## src/rtl/clk_div_ctrl_pkg.sv

```systemverilog
// Shared timebase definitions: FSM state encodings and the default counter width.
package clk_div_ctrl_pkg;

    localparam int CNT_W_DEF = 32;

    typedef enum logic [1:0] {
        ST_IDLE = 2'd0,
        ST_RUN  = 2'd1,
        ST_STOP = 2'd2
    } state_t;

endpackage

```

## src/rtl/clk_div_core.sv

```systemverilog
// Half-period counter with the clk_out and tick registers; one toggle every div cycles while run is high.
// Output changes one cycle after the terminal count; no backpressure, div must be nonzero.
module clk_div_core
    import clk_div_ctrl_pkg::*;
#(
    parameter int CNT_W = CNT_W_DEF
) (
    input  logic             clk_in,
    input  logic             rst,
    input  logic             run,
    input  logic [CNT_W-1:0] div,
    output logic             term,
    output logic             clk_out,
    output logic             tick
);

    logic [CNT_W-1:0] cnt;

    assign term = run && (cnt == (div - CNT_W'(1)));

    always_ff @(posedge clk_in or negedge rst) begin
        if (!rst) begin
            cnt     <= '0;
            clk_out <= 1'b0;
            tick    <= 1'b0;
        end else if (term) begin
            cnt     <= '0;
            clk_out <= ~clk_out;
            tick    <= 1'b1;
        end else begin
            tick <= 1'b0;
            if (run) begin
                cnt <= cnt + CNT_W'(1);
            end else begin
                cnt     <= '0;
                clk_out <= 1'b0;
            end
        end
    end

endmodule

```

## src/rtl/clk_div_ctrl.sv

```systemverilog
// Divider controller: ratio handshake, reload at half-period boundaries, clean start/stop.
// Registered outputs; cfg_ready is low while a reload is pending (accepted, not yet applied).
module clk_div_ctrl
    import clk_div_ctrl_pkg::*;
#(
    parameter int          CNT_W   = CNT_W_DEF,
    parameter int unsigned DEF_DIV = 2500000
) (
    input  logic             clk_in,
    input  logic             rst,
    input  logic             en,
    input  logic             cfg_valid,
    output logic             cfg_ready,
    input  logic [CNT_W-1:0] cfg_div,
    output logic             clk_out,
    output logic             tick,
    output logic             running
);

    state_t           state;
    state_t           state_nxt;
    logic [CNT_W-1:0] div_q;
    logic [CNT_W-1:0] pend_div;
    logic             pend_v;
    logic [CNT_W-1:0] acc_div;
    logic             accept;
    logic             term;

    assign cfg_ready = ~pend_v;
    assign accept    = cfg_valid && cfg_ready;
    assign acc_div   = (cfg_div == '0) ? CNT_W'(1) : cfg_div;
    assign running   = (state != ST_IDLE);

    clk_div_core #(.CNT_W(CNT_W)) u_core (
        .clk_in  (clk_in),
        .rst     (rst),
        .run     (running),
        .div     (div_q),
        .term    (term),
        .clk_out (clk_out),
        .tick    (tick)
    );

    always_ff @(posedge clk_in or negedge rst) begin
        if (!rst) begin
            state <= ST_IDLE;
        end else begin
            state <= state_nxt;
        end
    end

    // Stopping only finishes on the falling toggle, so the last high phase is always whole.
    always_comb begin
        state_nxt = state;
        case (state)
            ST_IDLE: if (en) state_nxt = ST_RUN;
            ST_RUN:  if (!en) state_nxt = ST_STOP;
            ST_STOP: begin
                if (en) begin
                    state_nxt = ST_RUN;
                end else if (term && clk_out) begin
                    state_nxt = ST_IDLE;
                end
            end
            default: state_nxt = ST_IDLE;
        endcase
    end

    // An accept coinciding with a wrap bypasses the pending slot and takes effect at that wrap.
    always_ff @(posedge clk_in or negedge rst) begin
        if (!rst) begin
            div_q    <= CNT_W'(DEF_DIV);
            pend_div <= '0;
            pend_v   <= 1'b0;
        end else begin
            if (accept && !term) begin
                pend_div <= acc_div;
                pend_v   <= 1'b1;
            end
            if (state == ST_IDLE && pend_v) begin
                div_q  <= pend_div;
                pend_v <= 1'b0;
            end
            if (term) begin
                if (pend_v) begin
                    div_q  <= pend_div;
                    pend_v <= 1'b0;
                end else if (accept) begin
                    div_q <= acc_div;
                end
            end
        end
    end

endmodule

```

## config.mk

```make
export PLATFORM = sky130hd
export DESIGN_NAME = clk_div_ctrl
export DESIGN_NICKNAME = d
export VERILOG_FILES = /design/src/rtl/clk_div_ctrl_pkg.sv /design/src/rtl/clk_div_core.sv /design/src/rtl/clk_div_ctrl.sv
export SDC_FILE = /design/constraint.sdc
export NUM_CORES = 1
export LEC_CHECK = 0
export CORE_MARGIN = 4
export CORE_UTILIZATION = 50
export CTS_BUF_LIST = sky130_fd_sc_hd__clkbuf_4 sky130_fd_sc_hd__clkbuf_8
export CTS_CLUSTER_DIAMETER = 150
export DETAILED_ROUTE_END_ITERATION = 16
export HOLD_SLACK_MARGIN = 0.15
export MAX_ROUTING_LAYER = met4
export PLACE_DENSITY = 0.69
export RECOVER_POWER = 100
export SYNTH_ARGS = -nofsm -noshare
export SYNTH_HDL_FRONTEND = slang
export SYNTH_SLANG_ARGS = --single-unit
```

## constraint.sdc

```tcl
create_clock -name clk_in -period 9 [get_ports clk_in]
set_clock_uncertainty 0.2 [all_clocks]
set_input_delay 1.8 -clock clk_in [delete_from_list [all_inputs] [get_ports clk_in]]
set_output_delay 1.8 -clock clk_in [all_outputs]
set_load 0.03 [all_outputs]
```

==> results_dict.tcl, run 1 <==
set metrics [dict create \
    cts-htree-levels 3 \
    multi_input_area_mm2 0.00316 \
    timing_hold_violations_final 0 \
    synth-async-reset-ratio_pct 100 \
    largest_net_degree_at_the_start_of_global_routing 66 \
    cpMaxStageDelayCell "sky130_fd_sc_hd__clkbuf_1" \
    port-buffer-count 39 \
    worst_ep_arrival_time_ps 5710 \
    totalWireLength_um 14300 \
    clkTransAtPathRegs_ps 100 \
    cts_repair_resize_count 0 \
    design.final.nets 630 \
    cts_buffers 9 \
    setup_viol 0 \
    cellLeakagePower_nw 2.42 \
    top_level_ports 40 \
    final_layout_size_suffix_gt1_share_pct 6.03 \
    detail_route.vias_per_cell 6.27 \
    grt_use_total_pct 23.6 \
    synth-seq-cells 101 \
    placement.cell_area_mm2 0.00634 \
    hold_slack_ps 292 \
    mappedNetlistArea_mm2 0.00588 \
    clk_latency_ps 390 \
    initial_core_util_pct 51.3 \
    postCtsSetupBuffers 0 \
    synth_enable_flop_cells 0 \
    register_area_mm2 0.00254 \
    detailedRoute.firstPassIterationCount 5 \
    die_extent_in_x_um 116 \
    combinational_family_with_the_most_area_after_synthesis "simple AND/OR/NAND/NOR gates" \
    violations "capacitance limit, slew limit" \
    most_used_cells_in_the_layout_excluding_fill_and_tap_cells "sky130_fd_sc_hd__dfrtp_1, sky130_fd_sc_hd__nor2_1, sky130_fd_sc_hd__nand3b_1, sky130_fd_sc_hd__xor2_1" \
    critPathRequiredTime_ps 8600 \
    run_status "finished, violations left" \
    clock.fmax_mhz 164 \
    finish.instance_area_mm2 0.00653 \
    grt_first_pass_wirelength_um 24100 \
    synth-seq-area-share_pct 43.1 \
    detailed_place_hpwl_um 10400 \
    final_util_pct 56.9 \
    max_slew_margin_pct -115 \
    gp_congestion 0.923 \
    crit_path_max_fanout 62 \
    min-delay-path-class "register to register" \
    worst_path_dominant_cell_family "buffers and inverters" \
    timing_worst_setup_path_type "primary input to async pin" \
    final-max-slew-violation-count 169 \
    max_capacitance_violation_count 4 \
    path_common_cell "sky130_fd_sc_hd__clkbuf_1" \
    synth.mux.area_fraction_pct 6.85 \
    grt_pass1_vias 4588 \
    synth_fa_ha_area_share_pct 0.425 \
    drc_errors 0 \
    rows 39 \
    grt_overflow_total 0 \
    std_cell_core_area_mm2 0.0115 \
    synth-compound-area-share_pct 11.9 \
    avgSynthCellArea_um2 10.3 \
    worstPathCellList "clkbuf_1, clkbuf_1" \
    fin_setup_tns_ps 0 \
    post_synth_main_area_contributors "sky130_fd_sc_hd__dfrtp_1, sky130_fd_sc_hd__mux2_1, sky130_fd_sc_hd__o221a_1" \
    finalWorstPathRequiredPeriod_ps 6100 \
    number_of_buffers_inserted_by_hold_repair_at_cts 0 \
    total_power_density_per_cell_area_mw_per_mm2 218 \
    detail-route-antenna-nets 0 \
    die_y_um 116 \
    synth_xor_xnor_area_share_pct 10.5 \
    worstSetupStartpointType "primary input" \
    synth_top_area_cell "sky130_fd_sc_hd__dfrtp_1" \
    initial_antenna_violation_count 0 \
    cts_root_buffer "sky130_fd_sc_hd__clkbuf_8" \
    drt_iter0_drc 424 \
    ys.warnings.count 0 \
    synth_fp_nets 609 \
    final_common_cell "sky130_fd_sc_hd__dfrtp_1" \
    synthesis.instances 571 \
    finalWorstSetupSlack_ps 2900 \
    ys.flop_type "sky130_fd_sc_hd__dfrtp_1" \
    antenna_cells 0 \
    worst-slew-pin-transition_ps 3230 \
    worstPathBufferInverterCount 2 \
    synth_top_area_share_pct 39.5 \
    finalCritPeriodShare_pct 67.8 \
    num-fill-cells 987 \
    end_kind "async pin" \
    max-clock-path-buffers 2 \
    synth_cell_type_count 61 \
    post_synth_and_or_nand_nor_area_fraction_pct 24.0 \
    critical_path.max_stage_delay_ps 2370 \
    detailroute.via_count 4638 \
    clock_tree_from_tritoncts "yes" \
    numClockSinks 101 \
    area_delta_synth_final_pct 11.0 \
    design.die.area_mm2 0.0136 \
    detail_route.wl_per_cell_um 19.3 \
    worst_setup_slack_after_placement_ps 3970 \
    grt_setup_unrepaired "no" \
    vdd.ir_drop.worst_v 0.000132 \
]
-- kinds of logic (layout without fill, tap and decap cells) --
family,count (synthesis),count (layout)
simple gates,240,240
compound gates,82,82
mux,36,36
fa+ha+maj,2,2
buf+inv,41,67
flops,101,101
xor+xnor,69,69
-- flip-flops by register name, summed over array words and instances, names as in the netlist --
signal,flops
u_core.cnt,32
u_core.tick,1
pend_v,1
div_q,32
state,2
u_core.clk_out,1
pend_div,32
-- metal layers --
metal,part of all wire [%],vias up,GRT usage (%)
li1,-,2160,-
met1,48,2329,33.8
met2,45,128,34.1
met3,5.1,21,5.08
met4,1.7,0,6.19
met5,0,-,-
-- cell type report --
class | instances | share of cell area [%]
Timing Repair Buffer | 43 | 6.23
Clock inverter | 6 | 1.25
Tap cell | 143 | 2.74
Sequential cell | 101 | 38.9
Inverter | 8 | 0.460
Multi-Input combinational cell | 429 | 48.5
Clock buffer | 10 | 2.01
-- power by group --
group,switching (W),internal (W)
Clock,0.000170,0.000137
Combinational,0.000187,0.000210
Sequential,0.000142,0.000576
-- synthesized netlist by cell type (7+ instances only) --
library cell	instances
sky130_fd_sc_hd__inv_1	8
sky130_fd_sc_hd__nand2b_1	8
sky130_fd_sc_hd__dfstp_2	8
sky130_fd_sc_hd__or3_1	8
sky130_fd_sc_hd__dfrtp_1	93
sky130_fd_sc_hd__nand4_1	18
sky130_fd_sc_hd__nor2_1	53
sky130_fd_sc_hd__and4_1	7
sky130_fd_sc_hd__nor3_1	15
sky130_fd_sc_hd__nand3b_1	38
sky130_fd_sc_hd__xnor2_1	33
sky130_fd_sc_hd__and3_1	11
sky130_fd_sc_hd__nand3_1	12
sky130_fd_sc_hd__o221a_1	31
sky130_fd_sc_hd__xor2_1	35
sky130_fd_sc_hd__clkbuf_1	26
sky130_fd_sc_hd__nor4_1	18
sky130_fd_sc_hd__a21oi_1	8
sky130_fd_sc_hd__nand2_1	23
sky130_fd_sc_hd__mux2_1	32
-- path summary, 6_finish.rpt --
check,start,to,slack [ps],depth (start not counted)
setup / recovery,rst,pend_div[7],2900,2
hold / removal,pend_div[19],pend_div[19],290,1
setup reg to reg,div_q[15],div_q[25],3260,10
hold reg to reg,pend_div[19],pend_div[19],290,1
max in group clk_in,div_q[15],div_q[25],3260,10
min in group asynchronous,rst,u_core.cnt[23],1800,1
-- per-stage QoR --
stage | cells | power, W
after floorplan | 571 | 0.000991
after global placement | 724 | 0.00110
after detailed placement | 724 | 0.00112
after CTS | 740 | 0.00143
after global routing | 740 | 0.00152
final | 740 | 0.00142
Power figures use the tool's default switching activity.
==> inputs of run 2 (changes only) <==
--- a/config.mk
+++ b/config.mk
@@ -12,7 +12,7 @@
 export DETAILED_ROUTE_END_ITERATION = 16
 export HOLD_SLACK_MARGIN = 0.15
 export MAX_ROUTING_LAYER = met4
-export PLACE_DENSITY = 0.69
+export PLACE_DENSITY = 0.72
 export RECOVER_POWER = 100
 export SYNTH_ARGS = -nofsm -noshare
 export SYNTH_HDL_FRONTEND = slang
==> constraint.sdc (replaced) <==
create_clock -name clk_in -period 5.6 [get_ports clk_in]
set_clock_uncertainty 0.2 [all_clocks]
set_input_delay 1.12 -clock clk_in [delete_from_list [all_inputs] [get_ports clk_in]]
set_output_delay 1.12 -clock clk_in [all_outputs]
set_load 0.03 [all_outputs]
==> results_dict.tcl, run 2 (synthesis results as in run 1) <==
set metrics [dict create \
    final_layout_size_suffix_gt1_share_pct 6.18 \
    worstPathCellList "nor4_1, nand3_1, nor4_1, mux2i_1, o21ai_0, or4b_1, nor4b_4, nand3_2, o221a_1" \
    vdd.ir_drop.worst_v 0.000270 \
    path_common_cell "sky130_fd_sc_hd__nor4_1" \
    grt_pass1_vias 4519 \
    clk_latency_ps 400 \
    finish.instance_area_mm2 0.00651 \
    drt_iter0_drc 295 \
    cellLeakagePower_nw 2.42 \
    worst_ep_arrival_time_ps 4770 \
    min-delay-path-class "register to register" \
    worstSetupStartpointType "register" \
    detailroute.via_count 4644 \
    postCtsSetupBuffers 0 \
    drc_errors 0 \
    p_sw_w 0.000824 \
    fin_setup_tns_ps 0 \
    gp_congestion 0.936 \
    critPathRequiredTime_ps 5680 \
    worst-slew-pin-transition_ps 3090 \
    antenna_cells 0 \
    detailed_place_hpwl_um 10600 \
    cts-htree-levels 3 \
    port-buffer-count 39 \
    final-max-slew-violation-count 92 \
    design.final.nets 632 \
    detail-route-antenna-nets 0 \
    placement.cell_area_mm2 0.00635 \
    grt_setup_unrepaired "no" \
    switching_share_pct 36.3 \
    finalCritPeriodShare_pct 83.6 \
    max_slew_margin_pct -106 \
    critical_path.max_stage_delay_ps 910 \
    final_common_cell "sky130_fd_sc_hd__dfrtp_1" \
    die_extent_in_x_um 116 \
    detail_route.vias_per_cell 6.26 \
    cts_repair_resize_count 0 \
    clkTransAtPathRegs_ps 100 \
    cts_root_buffer "sky130_fd_sc_hd__clkbuf_8" \
    initial_antenna_violation_count 0 \
    biggestRegsByFlops "div_q (32), pend_div (32), u_core.cnt (32)" \
    p_int_w 0.00145 \
    clock_tree_from_tritoncts "yes" \
    totalWireLength_um 14400 \
    grt_overflow_total 0 \
    grt_use_total_pct 23.7 \
    cpMaxStageDelayCell "sky130_fd_sc_hd__nor4_1" \
    max-clock-path-buffers 2 \
    power.clock.fraction_pct 20.6 \
    timing_hold_violations_final 0 \
    finalWorstPathRequiredPeriod_ps 4680 \
    total_power_density_per_cell_area_mw_per_mm2 348 \
    design.die.area_mm2 0.0136 \
    power.share.combinational_pct 28.4 \
    die_y_um 116 \
    worst-r2r-cell-count 9 \
    std_cell_core_area_mm2 0.0115 \
    clock.fmax_mhz 214 \
    max_capacitance_violation_count 2 \
    run_status "finished, violations left" \
    largest_net_degree_at_the_start_of_global_routing 65 \
    number_of_buffers_inserted_by_hold_repair_at_cts 0 \
    whs_path_depth 1 \
    top_level_ports 40 \
    initial_core_util_pct 51.3 \
    most_used_cells_in_the_layout_excluding_fill_and_tap_cells "sky130_fd_sc_hd__dfrtp_1, sky130_fd_sc_hd__nor2_1, sky130_fd_sc_hd__nand3b_1, sky130_fd_sc_hd__xor2_1, sky130_fd_sc_hd__clkdlybuf4s50_1" \
    share_seq_of_total_power_pct 51.0 \
    setup_viol 0 \
    crit_path_max_fanout 31 \
    detailedRoute.firstPassIterationCount 4 \
    end_kind "register" \
    detail_route.wl_per_cell_um 19.4 \
    numClockSinks 101 \
    grt_first_pass_wirelength_um 24000 \
    timing_worst_setup_path_type "register to register" \
    area_delta_synth_final_pct 10.7 \
    violations "capacitance limit, slew limit" \
    cts_buffers 9 \
    rows 39 \
]
==> run 2: path summary, 6_finish.rpt <==
check	start	end	slack (ps)
min reg2reg	pend_div[17]	pend_div[17]	290
max in group asynchronous	rst	div_q[15]	1340
max	div_q[14]	div_q[6]	920
max reg2reg	div_q[14]	div_q[6]	920
min	pend_div[17]	pend_div[17]	290
min in group asynchronous	rst	u_core.cnt[22]	1530
==> run 2: critical path, delay by kind of cell (launching register included) <==
kind / cells / cell delay, ps
simple gates: 6 / 2900
compound gates: 2 / 820
mux: 1 / 120
flops: 1 / 520
==> run 2: layout make-up <==
class	count	area [um2]
Fill cell	981	4950
Multi-Input combinational cell	429	3150
Sequential cell	101	2540
Timing Repair Buffer	45	423
Tap cell	143	179
Clock buffer	10	131
Clock inverter	6	60.1
Inverter	8	30.0
==> run 2: power groups by stage <==
stage / clock, W / sequential [W] / combinational, W
6_report: 0.000467 / 0.00116 / 0.000644
5_1_grt: 0.000518 / 0.00119 / 0.000711
4_1_cts: 0.000486 / 0.00116 / 0.000651
3_5_place_dp: 0 / 0.00117 / 0.000647
3_3_place_gp: 0 / 0.00116 / 0.000626
2_1_floorplan: 0 / 0.00106 / 0.000532
==> run 2: metrics by stage <==
| stage | total power (W) | instances | setup WS [ps] | hold WS, ps | utilization (%) |
|---|---|---|---|---|---|
| 6_report | 0.00227 | 742 | 916 | 292 | 56.8 |
| 5_1_grt | 0.00242 | 742 | 488 | 305 | 56.8 |
| 4_1_cts | 0.00229 | 742 | 1060 | 296 | 57.1 |
| 3_5_place_dp | 0.00182 | 726 | 1080 | 273 | 55.4 |
| 3_3_place_gp | 0.00179 | 726 | 1200 | 264 | 55.4 |
| 2_1_floorplan | 0.00159 | 571 | 1880 | 252 | - |
==> run 2: per-layer routing <==
metal	vias up	routed length, um	GRT usage [%]
li1	2175	-	-
met1	2344	6560	32.6
met2	110	6840	35.7
met3	15	734	5.23
met4	0	264	6.26
met5	-	0	-
==> inputs of run 3 (changes only) <==
==> constraint.sdc (replaced) <==
create_clock -name clk_in -period 3.9 [get_ports clk_in]
set_clock_uncertainty 0.2 [all_clocks]
set_input_delay 0.78 -clock clk_in [delete_from_list [all_inputs] [get_ports clk_in]]
set_output_delay 0.78 -clock clk_in [all_outputs]
set_load 0.03 [all_outputs]
==> results_dict.tcl, run 3 (synthesis results as in run 1) <==
set metrics [dict create \
    run_status "finished, violations left" \
    violations "capacitance limit, slew limit" \
    critPathRequiredTime_ps 3980 \
    most_used_cells_in_the_layout_excluding_fill_and_tap_cells "sky130_fd_sc_hd__dfrtp_1, sky130_fd_sc_hd__nor2_1, sky130_fd_sc_hd__nand3b_1, sky130_fd_sc_hd__xor2_1" \
    max_slew_margin_pct -34.9 \
    clkTransAtPathRegs_ps 90 \
    design.die.area_mm2 0.0136 \
    die_extent_in_x_um 116 \
    worst_reg2reg_path_endpoint "div_q[20]" \
    rows 39 \
    std_cell_core_area_mm2 0.0115 \
    drt_iter0_drc 274 \
    detail_route.wl_per_cell_um 19.3 \
    totalWireLength_um 14800 \
    detailed_place_hpwl_um 10800 \
    grt_first_pass_wirelength_um 24400 \
    drc_errors 0 \
    cts-htree-levels 3 \
    switching_share_pct 35.5 \
    detailroute.via_count 4726 \
    detail-route-antenna-nets 0 \
    max-clock-path-buffers 2 \
    min-delay-path-class "register to register" \
    final_common_cell "sky130_fd_sc_hd__dfrtp_1" \
    setup_viol 0 \
    worst-r2r-cell-count 10 \
    share_seq_of_total_power_pct 47.7 \
    worstSetupStartpointType "register" \
    grt_use_total_pct 24.1 \
    whs_path_depth 1 \
    biggestRegsByFlops "div_q (32), pend_div (32), u_core.cnt (32)" \
    crit_path_max_fanout 31 \
    end_kind "register" \
    grt_overflow_total 0 \
    hold_slack_ps 290 \
    detailedRoute.firstPassIterationCount 5 \
    timing.hold.worst.start "pend_div[14]" \
    cpMaxStageDelayCell "sky130_fd_sc_hd__or4b_4" \
    number_of_buffers_inserted_by_hold_repair_at_cts 0 \
    finalWorstPathRequiredPeriod_ps 3770 \
    worstPathCellList "or4_4, or3_1, a2111o_1, a22oi_2, o2111ai_2, or4b_4, nor4b_4, nand3_2, buf_6, o221a_1" \
    p_sw_w 0.00119 \
    design.final.nets 654 \
    gp_congestion 0.904 \
    postCtsSetupBuffers 0 \
    area_delta_synth_final_pct 15.0 \
    port-buffer-count 39 \
    total_power_density_per_cell_area_mw_per_mm2 495 \
    detail_route.vias_per_cell 6.19 \
    cts_root_buffer "sky130_fd_sc_hd__clkbuf_8" \
    rr_startpoint "div_q[7]" \
    p_int_w 0.00216 \
    numClockSinks 101 \
    cts_buffers 9 \
    power.share.combinational_pct 33.3 \
    power.clock.fraction_pct 19.0 \
    final_layout_size_suffix_gt1_share_pct 11.1 \
    initial_core_util_pct 51.3 \
    top_level_ports 40 \
    cts_repair_resize_count 0 \
    grt_pass1_vias 4717 \
    timing_hold_violations_final 0 \
    finalCritPeriodShare_pct 96.6 \
    placement.cell_area_mm2 0.00657 \
    power.total_w 0.00335 \
    critical_path.max_stage_delay_ps 570 \
    die_y_um 116 \
    cellLeakagePower_nw 2.55 \
    worst-slew-pin-transition_ps 2020 \
    vdd.ir_drop.worst_v 0.000348 \
    final-max-slew-violation-count 85 \
    clock_tree_from_tritoncts "yes" \
    largest_net_degree_at_the_start_of_global_routing 85 \
    worst_path_dominant_cell_family "simple AND/OR/NAND/NOR gates" \
    timing_worst_setup_path_type "register to register" \
    antenna_cells 0 \
    finish.instance_area_mm2 0.00677 \
    num-fill-cells 945 \
    clk_latency_ps 390 \
    clock.fmax_mhz 266 \
    setup.reg_to_reg.worst_slack_ps 130 \
    min_to "pend_div[14]" \
    worst_ep_arrival_time_ps 3840 \
    initial_antenna_violation_count 0 \
    max_capacitance_violation_count 1 \
    worstPathBufferInverterCount 1 \
]
## run 3: cell count changes in the layout (fill, tap and decap cells not counted), sizes merged
cell / previous run / this run
clkdlybuf4s50: 34 / 33
clkbuf: 13 / 17
clkinv: 0 / 2
clkinvlp: 0 / 1
dlygate4sd3: 4 / 5
buf: 4 / 24
inv: 14 / 9
## run 3: worst register-to-register path, stage by stage, from the launching register on
cell and delay (ps):
sky130_fd_sc_hd__dfstp_2 380, sky130_fd_sc_hd__or4_4 540, sky130_fd_sc_hd__or3_1 360, sky130_fd_sc_hd__a2111o_1 440, sky130_fd_sc_hd__a22oi_2 180, sky130_fd_sc_hd__o2111ai_2 130
sky130_fd_sc_hd__or4b_4 570, sky130_fd_sc_hd__nor4b_4 240, sky130_fd_sc_hd__nand3_2 110, sky130_fd_sc_hd__buf_6 210, sky130_fd_sc_hd__o221a_1 280
## run 3: worst max path at each step
stage | from | endpoint | slack [ps] | depth (start not counted)
detailed placement | div_q[7] | div_q[4] | 150 | 10
finish | div_q[7] | div_q[20] | 130 | 10
floorplan | div_q[7] | div_q[14] | 180 | 11
global route | div_q[0] | div_q[4] | -50 | 13
CTS | div_q[7] | div_q[4] | 130 | 10
global placement | div_q[7] | div_q[31] | 220 | 10
## run 3: cell type report
cell class              count  area, um2  share of cell area, %
multi-input cells         429       3220                   47.5
flip-flops and latches    101       2540                   37.5
repair buffers             67        618                   9.13
well taps                 143        179                   2.64
clock buffers              12        153                   2.26
clock inverters             4       33.8                  0.499
inverters                   8       30.0                  0.444
## run 3: per-stage QoR
step	TNS, ps	cells	utilization [%]	setup slack [ps]
after global placement	0	748	57.3	220
after global routing	-898	764	59.0	-46.1
after CTS	0	764	58.9	125
final	0	764	59.0	134
after floorplan	0	571	-	181
after detailed placement	0	748	57.3	153
## run 3: layer usage
layer | wire length, um | up-vias | track usage (%)
li1 | - | 2216 | -
met3 | 678 | 23 | 3.63
met5 | 0 | - | -
met4 | 330 | 0 | 10.3
met2 | 7010 | 134 | 36.5
met1 | 6750 | 2353 | 32.3
## run 3: power groups by stage
stage	Clock, W	Sequential, W	Combinational [W]
floorplan	0	0.00152	0.000763
global route	0.000703	0.00164	0.00121
finish	0.000635	0.00160	0.00111
detailed placement	0	0.00160	0.00110
global placement	0	0.00159	0.00106
CTS	0.000658	0.00158	0.00110
